## config.mk

```make
export PLATFORM = sky130hd
export DESIGN_NAME = output_monitor
export DESIGN_NICKNAME = d
export VERILOG_FILES = /design/src/rtl/output_monitor.sv
export SDC_FILE = /design/constraint.sdc
export NUM_CORES = 1
export LEC_CHECK = 0
export ABC_AREA = 1
export CORE_MARGIN = 2
export CORE_UTILIZATION = 50
export DETAILED_ROUTE_END_ITERATION = 16
export PLACE_DENSITY = 0.67
export SYNTH_ARGS = -nofsm -noshare
export SYNTH_HDL_FRONTEND = slang
export SYNTH_SLANG_ARGS = --single-unit
```

## constraint.sdc

```tcl
create_clock -name ClK -period 3.4 [get_ports ClK]
set_input_delay 0.68 -clock ClK [delete_from_list [all_inputs] [get_ports ClK]]
set_output_delay 0.68 -clock ClK [all_outputs]
set_load 0.03 [all_outputs]
```

## src/rtl/output_monitor.sv

```systemverilog
// output_monitor
//   Watches a processor OUTPUT bus and compares each change against a
//   preloaded table of expected words. Each change seen during a run uses
//   the next table entry in order. The block counts matches and mismatches
//   and records the table index of the first mismatch.
//
// Parameters
//   WIDTH         width of OUTPUT_IN and of each expected word
//   DEPTH         number of table entries (power of two, max 32)
// Ports
//   ClK           clock, rising edge
//   RESET         asynchronous active-low reset
//   LOAD_EN       append LOAD_DATA to the table (IDLE only)
//   LOAD_DATA     expected word to store
//   START         begin or restart a checking run
//   OUTPUT_IN     monitored processor output bus
//   EVT_VALID     one-cycle pulse per detected OUTPUT_IN change
//   EVT_MATCH     compare result of the current event (valid with EVT_VALID)
//   MATCH_CNT     matched events in the current run
//   MISMATCH_CNT  mismatched events in the current run
//   ERR           sticky, set on the first mismatch of a run
//   FIRST_ERR_IDX table index of the first mismatch
//   DONE          high while the last table entry has been consumed
module output_monitor #(
    parameter int WIDTH = 16,
    parameter int DEPTH = 32
) (
    input  logic             ClK,
    input  logic             RESET,
    input  logic             LOAD_EN,
    input  logic [WIDTH-1:0] LOAD_DATA,
    input  logic             START,
    input  logic [WIDTH-1:0] OUTPUT_IN,
    output logic             EVT_VALID,
    output logic             EVT_MATCH,
    output logic [5:0]       MATCH_CNT,
    output logic [5:0]       MISMATCH_CNT,
    output logic             ERR,
    output logic [5:0]       FIRST_ERR_IDX,
    output logic             DONE
);

    localparam int AW = (DEPTH > 1) ? $clog2(DEPTH) : 1;

    typedef enum logic [1:0] {
        ST_IDLE,
        ST_RUN,
        ST_DONE
    } state_t;

    state_t           r_state;
    state_t           w_state_nxt;
    logic [5:0]       r_ld_ptr;      // also the entry count N
    logic [5:0]       r_idx;
    logic [WIDTH-1:0] r_prev;
    logic [WIDTH-1:0] r_table [DEPTH];

    logic             w_load;
    logic             w_start_idle;
    logic             w_enter;
    logic             w_evt;
    logic             w_match;
    logic             w_last;
    logic [WIDTH-1:0] w_rd;

    // A load request always wins over START in the same IDLE cycle, even
    // when the table is already full and the write itself is dropped.
    assign w_load       = (r_state == ST_IDLE) && LOAD_EN && (r_ld_ptr != 6'(DEPTH));
    assign w_start_idle = (r_state == ST_IDLE) && START && !LOAD_EN && (r_ld_ptr != 6'd0);
    assign w_enter      = w_start_idle || ((r_state == ST_DONE) && START);

    assign w_evt   = (r_state == ST_RUN) && (OUTPUT_IN != r_prev);
    assign w_rd    = r_table[r_idx[AW-1:0]];
    assign w_match = (OUTPUT_IN == w_rd);
    assign w_last  = ((r_idx + 6'd1) == r_ld_ptr);

    assign DONE = (r_state == ST_DONE);

    always_comb begin
        w_state_nxt = r_state;
        case (r_state)
            ST_IDLE: if (w_start_idle)     w_state_nxt = ST_RUN;
            ST_RUN:  if (w_evt && w_last)  w_state_nxt = ST_DONE;
            ST_DONE: if (START)            w_state_nxt = ST_RUN;
            default:                       w_state_nxt = ST_IDLE;
        endcase
    end

    always_ff @(posedge ClK or negedge RESET) begin
        if (!RESET) begin
            r_state <= ST_IDLE;
        end else begin
            r_state <= w_state_nxt;
        end
    end

    // Table has no reset so it can map onto distributed RAM.
    always_ff @(posedge ClK) begin
        if (w_load) begin
            r_table[r_ld_ptr[AW-1:0]] <= LOAD_DATA;
        end
    end

    always_ff @(posedge ClK or negedge RESET) begin
        if (!RESET) begin
            r_ld_ptr      <= '0;
            r_idx         <= '0;
            r_prev        <= '0;
            MATCH_CNT     <= '0;
            MISMATCH_CNT  <= '0;
            EVT_VALID     <= 1'b0;
            EVT_MATCH     <= 1'b0;
            ERR           <= 1'b0;
            FIRST_ERR_IDX <= '0;
        end else begin
            EVT_VALID <= w_evt;
            EVT_MATCH <= w_evt && w_match;

            if (w_load) begin
                r_ld_ptr <= r_ld_ptr + 6'd1;
            end

            if (w_enter) begin
                // Capture the current bus value as the baseline so the
                // value present at START never counts as a change.
                r_prev        <= OUTPUT_IN;
                r_idx         <= '0;
                MATCH_CNT     <= '0;
                MISMATCH_CNT  <= '0;
                ERR           <= 1'b0;
                FIRST_ERR_IDX <= '0;
            end else if (r_state == ST_RUN) begin
                r_prev <= OUTPUT_IN;
                if (w_evt) begin
                    r_idx <= r_idx + 6'd1;
                    if (w_match) begin
                        MATCH_CNT <= MATCH_CNT + 6'd1;
                    end else begin
                        MISMATCH_CNT <= MISMATCH_CNT + 6'd1;
                        if (!ERR) begin
                            ERR           <= 1'b1;
                            FIRST_ERR_IDX <= r_idx;
                        end
                    end
                end
            end
        end
    end

endmodule

```

# Yosys cells after proc, flatten, opt, wreduce, memory -nomap -nowiden
# Memories as Yosys holds them, arrays and structs flattened.
# Index checks and enable logic that the tools add are counted.
[totals]
output_inout_bits = 22
reg_bits = 51
mem_count = 1
in_bits = 36
elab_cells = 75
ram_bits = 512
[memory_table]
columns = ["name", "words", "width", "read_ports", "rd_clocked_by_memory_dff", "write_ports", "line_no", "text"]
rows = [
  ["r_table", 32, 16, 1, 0, 1, "56", "logic [WIDTH-1:0] r_table [DEPTH];"],
]
[classes]
muxes = 28
addsub = 4
n_eq_ne = 11
reduce_logical = 21
[op_table]
columns = ["cell", "n"]
rows = [
  ["$mux W6", 16],
  ["$mux W16", 2],
  ["$add A6 B1 Y6 const B", 4],
  ["$eq A16 B16 Y1", 1],
  ["$ne A16 B16 Y1", 1],
  ["$logic_and A1 B1 Y1", 9],
  ["$reduce_and A3 Y1", 3],
  ["$eq A6 B6 Y1", 1],
  ["$mux W1", 6],
  ["$mux W2", 3],
  ["$ne A2 B2 Y1 const B", 3],
  ["$ne A6 B6 Y1 const B", 1],
  ["$pmux W2 S3", 1],
  ["$reduce_bool A2 Y1", 3],
  ["$reduce_bool A6 Y1", 1],
  ["$ne A2 B1 Y1 const B", 2],
  ["$reduce_and A4 Y1", 1],
  ["$eq A2 B1 Y1 const B", 1],
  ["$eq A2 B2 Y1 const B", 1],
  ["$logic_not A2 Y1", 1],
  ["$reduce_and A2 Y1", 1],
  ["$logic_not A1 Y1", 1],
  ["$logic_or A1 B1 Y1", 1],
]

# Depth between registers and ports, before layout
[logic_depth]
depth_word = 7
mapped_depth = 20
ltp_nobuf = 18

# Worst setup path before layout
# Ideal clock, no wire load.
[synth_path]
kind = "register -> register"
startpoint = "register r_ld_ptr[2]"
endpoint = "memory r_table[11][0], enable pin"
path_buffers = 1
period_less_slack_ns = 2.671
setup_ns = 0.389
path_stages_with_launch = 8
required_time_ns = 3.011
slack_ns = 0.729
arrival_time_ns = 2.283
cell_sequence = "dfrtp_1 clkbuf_1 inv_1 nand2_1 nor2_1 a21oi_1 nand2_1 nor2_1"
[synth_between]
elab_chain_cells = 4
[synth_lines]
columns = ["element", "line_no", "text"]
rows = [
  ["from (decl)", "53", "logic [5:0] r_ld_ptr;"],
  ["from (signal assigned)", "120", "r_ld_ptr <= r_ld_ptr + 6'd1;"],
  ["$ne A6 B6 Y1", "68", "assign w_load = (r_state == ST_IDLE) && LOAD_EN && (r_ld_ptr != 6'(DEPTH));"],
  ["$logic_and A1 B1 Y1", "68", ""],
  ["$mux W1", "99", "if (w_load) begin"],
  ["$mux W1 (implied by the code)", "100", "r_table[r_ld_ptr[AW-1:0]] <= LOAD_DATA;"],
  ["to (decl)", "56", ""],
]
# Several ways; a longest one is shown, not always the timed one.

# Final worst setup path
[layout_path]
startpoint = "register r_idx[1]"
endpoint = "register FIRST_ERR_IDX[0]"
[layout_between]
elab_chain_cells = 4
[layout_lines]
columns = ["element", "line_no", "text"]
rows = [
  ["from (decl)", "54", "logic [5:0] r_idx;"],
  ["from (signal assigned)", "135", "r_idx <= r_idx + 6'd1;"],
  ["$mem_v2 Z32 W16", "n/a", ""],
  ["$eq A16 B16 Y1", "74", "assign w_match = (OUTPUT_IN == w_rd);"],
  ["$ne A2 B2 Y1 (no source line)", "n/a", ""],
  ["$reduce_and A4 Y1 (no source line)", "n/a", ""],
  ["to (signal assigned)", "142", "FIRST_ERR_IDX <= r_idx;"],
  ["to (decl)", "39", "output logic [5:0] FIRST_ERR_IDX,"],
]
# No other way between the ends.
# A chain may end at the register's enable or synchronous reset.

==> results.cfg <==
[place]
hpwlAfterDp_mm = 36.08
gp_congestion = 0.8826
port-buffer-count = 57

[min_path]
min-delay-path-class = in -> async

[routing]
wirelength_mm = 62.07
drt_iter0_markers = 2184
top_layer = met4
wl_met1_mm = 26.70
vias = 16550
dr_wl_met2_mm = 28.73
routed-wl-met3_mm = 5.402
vias_per_cell = 5.650
ant_nets = 0
drc = 0
post_drt_wl_per_cell_um = 21.19
drtPass1Iterations = 5

[setup_path]
arrival_ps = 3670
r2r_end = FIRST_ERR_IDX[0]
endpoint_kind = flip-flop
path_max_fanout = 77
cp.required_ps = 3950
path_cells = inv_4, buf_12, nand3_1, nand3_1, nand2_1, nand2_1, nand2_1, nand2_1, nand2_1, nand2_1, nand2_1, nor2_1, nand2_1, nor2_2, nand2_2, nand2_2, nand3_1, nand2_1
worstSetupEndpoint = FIRST_ERR_IDX[0]
rr_startpoint = r_idx[1]
cpPeakStageDelay_ps = 570
crit_path_start = r_idx[1]
crit_path_start_kind = flip-flop
crit_type = reg -> reg
cp_slowest_cell = dfrtp_4
reg2reg_depth = 18
r2r_slack_ps = 290
cp_common_cell = nand2_1

[job]
max_cap_violations = 0

[synthesis]
yosys_warnings = 0
syn-num-nets = 2236
yosysMostFrequentCell = nand2_1
syn_area_sq_um = 23860
ys_types = 32
seq_area_frac_synth = 0.6980
synthTopCellsByArea = edfxtp_1 64%, nand2_1 12%, nand3_1 9.0%, dfrtp_1 5.3%, nor2_1 2.1%
async_reset_ff_frac = 0.09059
yosys.area_share.simple = 0.2330
synth_compound_area_frac = 0.01699
synth_edf_count = 512
synth-xor-area-share = 0.01028
synth_mux_area_frac = 0
synth_top_family_by_area = simple AND/OR/NAND/NOR gates
yosys-top-cells-count = 732 x nand2_1, 512 x edfxtp_1, 428 x nand3_1
syn_avg_cell_area_sq_um = 10.88
synth-seq-cells = 563
synth_fa_ha_area_frac = 0.003671
synthCells = 2193
synth_top_area_frac = 0.6445
synth_area_leader_cell = edfxtp_1
ys.flop_type = edfxtp_1

[timing]
min_period_ps = 3113
final_hold_viol_count = 0
tns_ps = 0
max_slew_margin = 0.2522
rsz0062_at_grt = false
worst_slew_pin_slew_ps = 1122
slew_viol_final = 0
max_freq_mhz = 321.3
fin_skew_ps = 22.61
min_period_over_period = 0.9155
setup_viol = 0

[floorplanning]
dieArea_sq_um = 49480
core_sq_um = 47450
rows = 80
boundaryPins = 58
die_y_um = 222.4
die_w_um = 222.4
start_util = 0.5028

[grt]
grt_pass1_vias = 15770
grt_use_total = 0.2526
antenna_found_initial = 0
grt_pass1_wl_mm = 94.76
grt_max_degree = 78
grt-ovfl-total = 0

[clocking]
cts_num_sinks = 563
cts_hold_buf = 0
htreeDepth = 2
clkSlewWorstSetupHoldPaths_ps = 60
cts_tree = yes
cts_buffer_depth = 3
ctsRootBufferMaster = clkbuf_16
cts_buffers = 56
postCtsSetupBuffers = 0
insertion_delay_ps = 610
cts-resized-gates = 0

[finish]
antenna_cells = 0
fin_nets = 2314
drive_gt1_frac = 0.07390
area_growth_syn_to_layout_pct = 13.85
final_util = 0.5724
nFillCells = 3905

[outcome]
status = complete, no violations

[power]
leakage_nw = 10.42
power_density_nw_per_um2 = 814.5
peakVddDrop_mv = 0.4695
area by class of cell:
| type | instances | area [sq um] | share of cell area |
|---|---|---|---|
| clock buffer | 67 | 1464 | 0.05390 |
| multi-input combinational | 1429 | 6306 | 0.2322 |
| tap | 615 | 769.5 | 0.02833 |
| sequential | 563 | 16660 | 0.6134 |
| inverter | 81 | 311.5 | 0.01147 |
| clock inverter | 34 | 297.8 | 0.01096 |
| timing repair buffer | 140 | 1351 | 0.04975 |
worst min path at each step:
stage / from / to / slack, ps / cells after the start
after global placement: FIRST_ERR_IDX[4] / FIRST_ERR_IDX[4] / 500 / 2
after CTS: RESET / r_prev[9] / 120 / 1
after global routing: RESET / r_prev[14] / 170 / 1
after floorplan: RESET / ERR / 380 / 0
final: RESET / r_prev[14] / 130 / 1
after detailed placement: FIRST_ERR_IDX[5] / FIRST_ERR_IDX[5] / 500 / 2
registers in the layout, indices dropped and copies added (netlist names):
register / flops
ERR: 1
EVT_MATCH: 1
EVT_VALID: 1
FIRST_ERR_IDX: 6
MATCH_CNT: 6
MISMATCH_CNT: 6
r_idx: 6
r_ld_ptr: 6
r_prev: 16
r_state: 2
r_table: 512
cell families (layout without fill, tap and decap cells):
logic type / count (synthesis) / after routing
compound gates: 74 / 74
xor+xnor: 28 / 28
fa+ha+maj: 7 / 7
buf+inv: 201 / 322
flops: 563 / 563
simple gates: 1320 / 1320
where the power goes:
part / total (mW) / switching [mW] / internal (mW)
combinational: 7.98 / 5.57 / 2.41
sequential: 8.12 / 0.272 / 7.85
clock: 6.02 / 2.53 / 3.49
total: 22.1 / 8.37 / 13.8
per-layer routing:
layer	vias up	global-route usage
met5	-	0
met4	0	0.07426
met3	76	0.03465
met2	751	0.3966
met1	8035	0.3710
li1	7686	-
layout by cell type (no fill, tap or decap), types with 2 or more instances in the layout:
| cell | synthesis | layout |
|---|---|---|
| nand3b_1 | 4 | 4 |
| dfrtp_1 | 51 | 48 |
| dfrtp_4 | 0 | 2 |
| o31ai_1 | 2 | 2 |
| clkdlybuf4s50_1 | 0 | 56 |
| inv_2 | 2 | 2 |
| edfxtp_1 | 512 | 512 |
| o2111ai_1 | 4 | 4 |
| xnor2_1 | 8 | 8 |
| clkbuf_1 | 25 | 10 |
| nor4_1 | 2 | 2 |
| nand2_2 | 2 | 2 |
| o22ai_1 | 2 | 2 |
| ha_1 | 7 | 7 |
| clkinv_1 | 3 | 21 |
| xor2_1 | 20 | 20 |
| nand3_1 | 428 | 428 |
| nor2_1 | 134 | 134 |
| clkinv_2 | 0 | 10 |
| nand2_1 | 732 | 732 |
| clkbuf_16 | 0 | 57 |
| o211ai_1 | 2 | 2 |
| buf_12 | 0 | 13 |
| buf_4 | 12 | 70 |
| inv_1 | 76 | 74 |
| bufinv_16 | 0 | 6 |
| nand4_1 | 11 | 11 |
| o21ai_1 | 6 | 5 |
| nor3_1 | 4 | 3 |
| nor2_2 | 2 | 2 |
| a21oi_1 | 11 | 11 |
| o21ai_0 | 45 | 45 |
metrics by stage:
step                      total power [mW]  instances  worst slack (ps)  cell area (sq um)  hold slack [ps]
after CTS                            22.14       2929             310.6              27160            118.5
after detailed placement             16.16       2828             259.1              25400            497.4
after global routing                 23.31       2929             45.33              27160            169.8
final                                22.12       2929             287.4              27160            134.4
after global placement               16.02       2828             281.1              25400            504.6
after floorplan                      13.48       2193             728.6              23860            384.4
worst max-delay path, delay by kind of cell (launching register included):
family                 cells  cell delay, ps
buffers and inverters      2             470
DFF                        1             570
and+or+nand+nor           16            1940
No activity file was read; power rests on OpenSTA's default activity.
==> variant, RTL diff (same settings) <==
The output `EVT_MATCH` loses its register stage (`EVT_MATCH` becomes a continuous assignment).
--- a/src/rtl/output_monitor.sv
+++ b/src/rtl/output_monitor.sv
@@ -109,12 +109,10 @@
             MATCH_CNT     <= '0;
             MISMATCH_CNT  <= '0;
             EVT_VALID     <= 1'b0;
-            EVT_MATCH     <= 1'b0;
             ERR           <= 1'b0;
             FIRST_ERR_IDX <= '0;
         end else begin
             EVT_VALID <= w_evt;
-            EVT_MATCH <= w_evt && w_match;
 
             if (w_load) begin
                 r_ld_ptr <= r_ld_ptr + 6'd1;
@@ -147,5 +145,7 @@
         end
     end
 
+    assign EVT_MATCH = w_evt && w_match;
+
 endmodule
 
Function: changed (Yosys sat finds a counterexample within 4 cycles, from zero or initial values and one cycle with RESET low).
==> variant against the original RTL <==
The flow now finishes with violations (negative setup slack). Sequential cell count is 1 lower. Combinational power is 27% higher. Critical path type is now reg -> out. Synthesized cell count hardly changed. Final cell count is 1.9% higher. Total power is 11% higher. Setup slack worse by 0.70 ns. Wire length is 6.3% higher. Via count is 4.1% higher. Worst hold slack better by 0.019 ns. Register-to-register slack worse by 0.05 ns. Design area is 5.8% higher. Area after synthesis is 0.10% lower. Critical path depth is 1 lower.
==> variant: results (changes against the original RTL) <==
Status -> finished with violations
Violated checks -> negative setup slack
Post-synth ARST share -> 8.897% (-0.16 points)
Post-Layout Cell Count -> 2985 (+1.9%)
CTS buffer count -> 57 (+1.8%)
Share of cells above drive strength 1 -> 13.63% (+6.2 points)
Placed cells -> 2835 (+0.25%)
Final setup vio count -> 1 (+1)
Iteration-0 DRC Markers -> 2164 (-0.92%)
Final Net Count -> 2364 (+2.2%)
WP data arrival -> 3.13 ns (-0.54 ns)
Fill cells -> 3624 (-7.2%)
Post-Syn Area per Cell -> 10.87 um^2 (about the same)
Post-synth net total -> 2235 (-0.045%)
Routed WL -> 65980 um (+6.3%)
Gpl congestion -> 0.9452 (+7.1%)
Worst Tran Pin Value -> 1.137 ns (+0.01518 ns)
Dpl hpwl -> 36220 um (+0.38%)
Vias in the first global route -> 16240 (+3.0%)
First-pass GRT wire length -> 98690 um (+4.2%)
Leakage power -> 0.01108 uW (+6.4%)
Final worst slack -> -0.4080 ns (-0.6954 ns)
Worst R2R Path Depth -> 21 (+3)
Number of vias per cell -> 5.769 (+2.1%)
Sequential fraction of the synthesis area -> 69.76% (about the same)
Setup crit start -> r_idx[0]$_DFFE_PN0P_
-- variant: cell types whose count changed after synthesis --
| cell | delta |
|---|---|
| dfrtp_1 | -1 |
-- variant: area by class of cell --
class                   count  area share [%]
repair inverters            2         0.09581
well taps                 615           2.678
clock inverters            40           1.380
repair buffers            188           7.995
inverters                  81           1.124
multi-input cells        1429           23.57
flip-flops and latches    562           57.90
clock buffers              68           5.256
-- variant: through the flow --
step | hold slack (ns) | util, % | setup TNS, ns | worst slack, ns
after floorplan | 0.3844 | - | 0 | 0.7107
after global placement | 0.4884 | 53.85 | 0 | 0.09479
after detailed placement | 0.4951 | 53.85 | 0 | 0.06100
after CTS | 0.1411 | 60.01 | -0.3707 | -0.3707
after global routing | 0.1888 | 60.68 | -0.5481 | -0.5481
final | 0.1531 | 60.68 | -0.4080 | -0.4080
-- variant: cells by family (layout without fill, tap and decap cells) --
logic type               Yosys count  in the layout  synth area share [%]
AO/OA/AOI/OAI                     74             74                 1.701
XOR/XNOR                          28             28                 1.029
adder cells (fa/ha/maj)            7              7                0.3675
buffers and inverters            201            379                 3.812
flip-flops                       562            562                 69.76
AND/OR/NAND/NOR                 1320           1320                 23.33
-- variant: power groups by stage --
stage                     clock (uW)  combinational, uW  sequential, uW
after floorplan                    0               5230            8230
after global placement             0               7850            8210
after detailed placement           0               7970            8220
after CTS                       6440               9490            8100
after global routing            6710              10800            8140
final                           6390              10100            8110
-- variant: how the worst min path moves through the flow --
stage,to,start,slack [ns],cells past startpoint
2_1_floorplan,ERR$_DFFE_PN0P_,RESET,0.38,0
3_5_place_dp,FIRST_ERR_IDX[5]$_DFFE_PN0P_,FIRST_ERR_IDX[5]$_DFFE_PN0P_,0.50,2
6_report,r_ld_ptr[4]$_DFFE_PN0P_,RESET,0.15,1
5_1_grt,r_ld_ptr[5]$_DFFE_PN0P_,RESET,0.19,1
4_1_cts,r_ld_ptr[5]$_DFFE_PN0P_,RESET,0.14,1
3_3_place_gp,FIRST_ERR_IDX[2]$_DFFE_PN0P_,FIRST_ERR_IDX[2]$_DFFE_PN0P_,0.49,2
-- variant: worst reg2reg max path: cells and delay by family, from the launching register on --
kind          cells  cell delay, ns
flops             1            0.55
buf+inv           6            0.92
simple gates     15            1.59
-- variant: repair_timing --
item                       4_1_cts  5_1_grt
buffers inserted                17        8
setup endpoints to repair        1        7
pin swaps                       20       28
resized for setup              103       48
gates cloned                    14        6
-- variant: metal layers --
layer | global-route usage [%] | vias up | share of wire (%) | wire (um)
met1 | 38.04 | 8451 | 41 | 27240
met2 | 41.99 | 862 | 47 | 31050
met5 | 0 | - | 0 | 0
met3 | 4.377 | 107 | 9.3 | 6135
met4 | 7.345 | 0 | 2.4 | 1561
li1 | - | 7799 | - | -
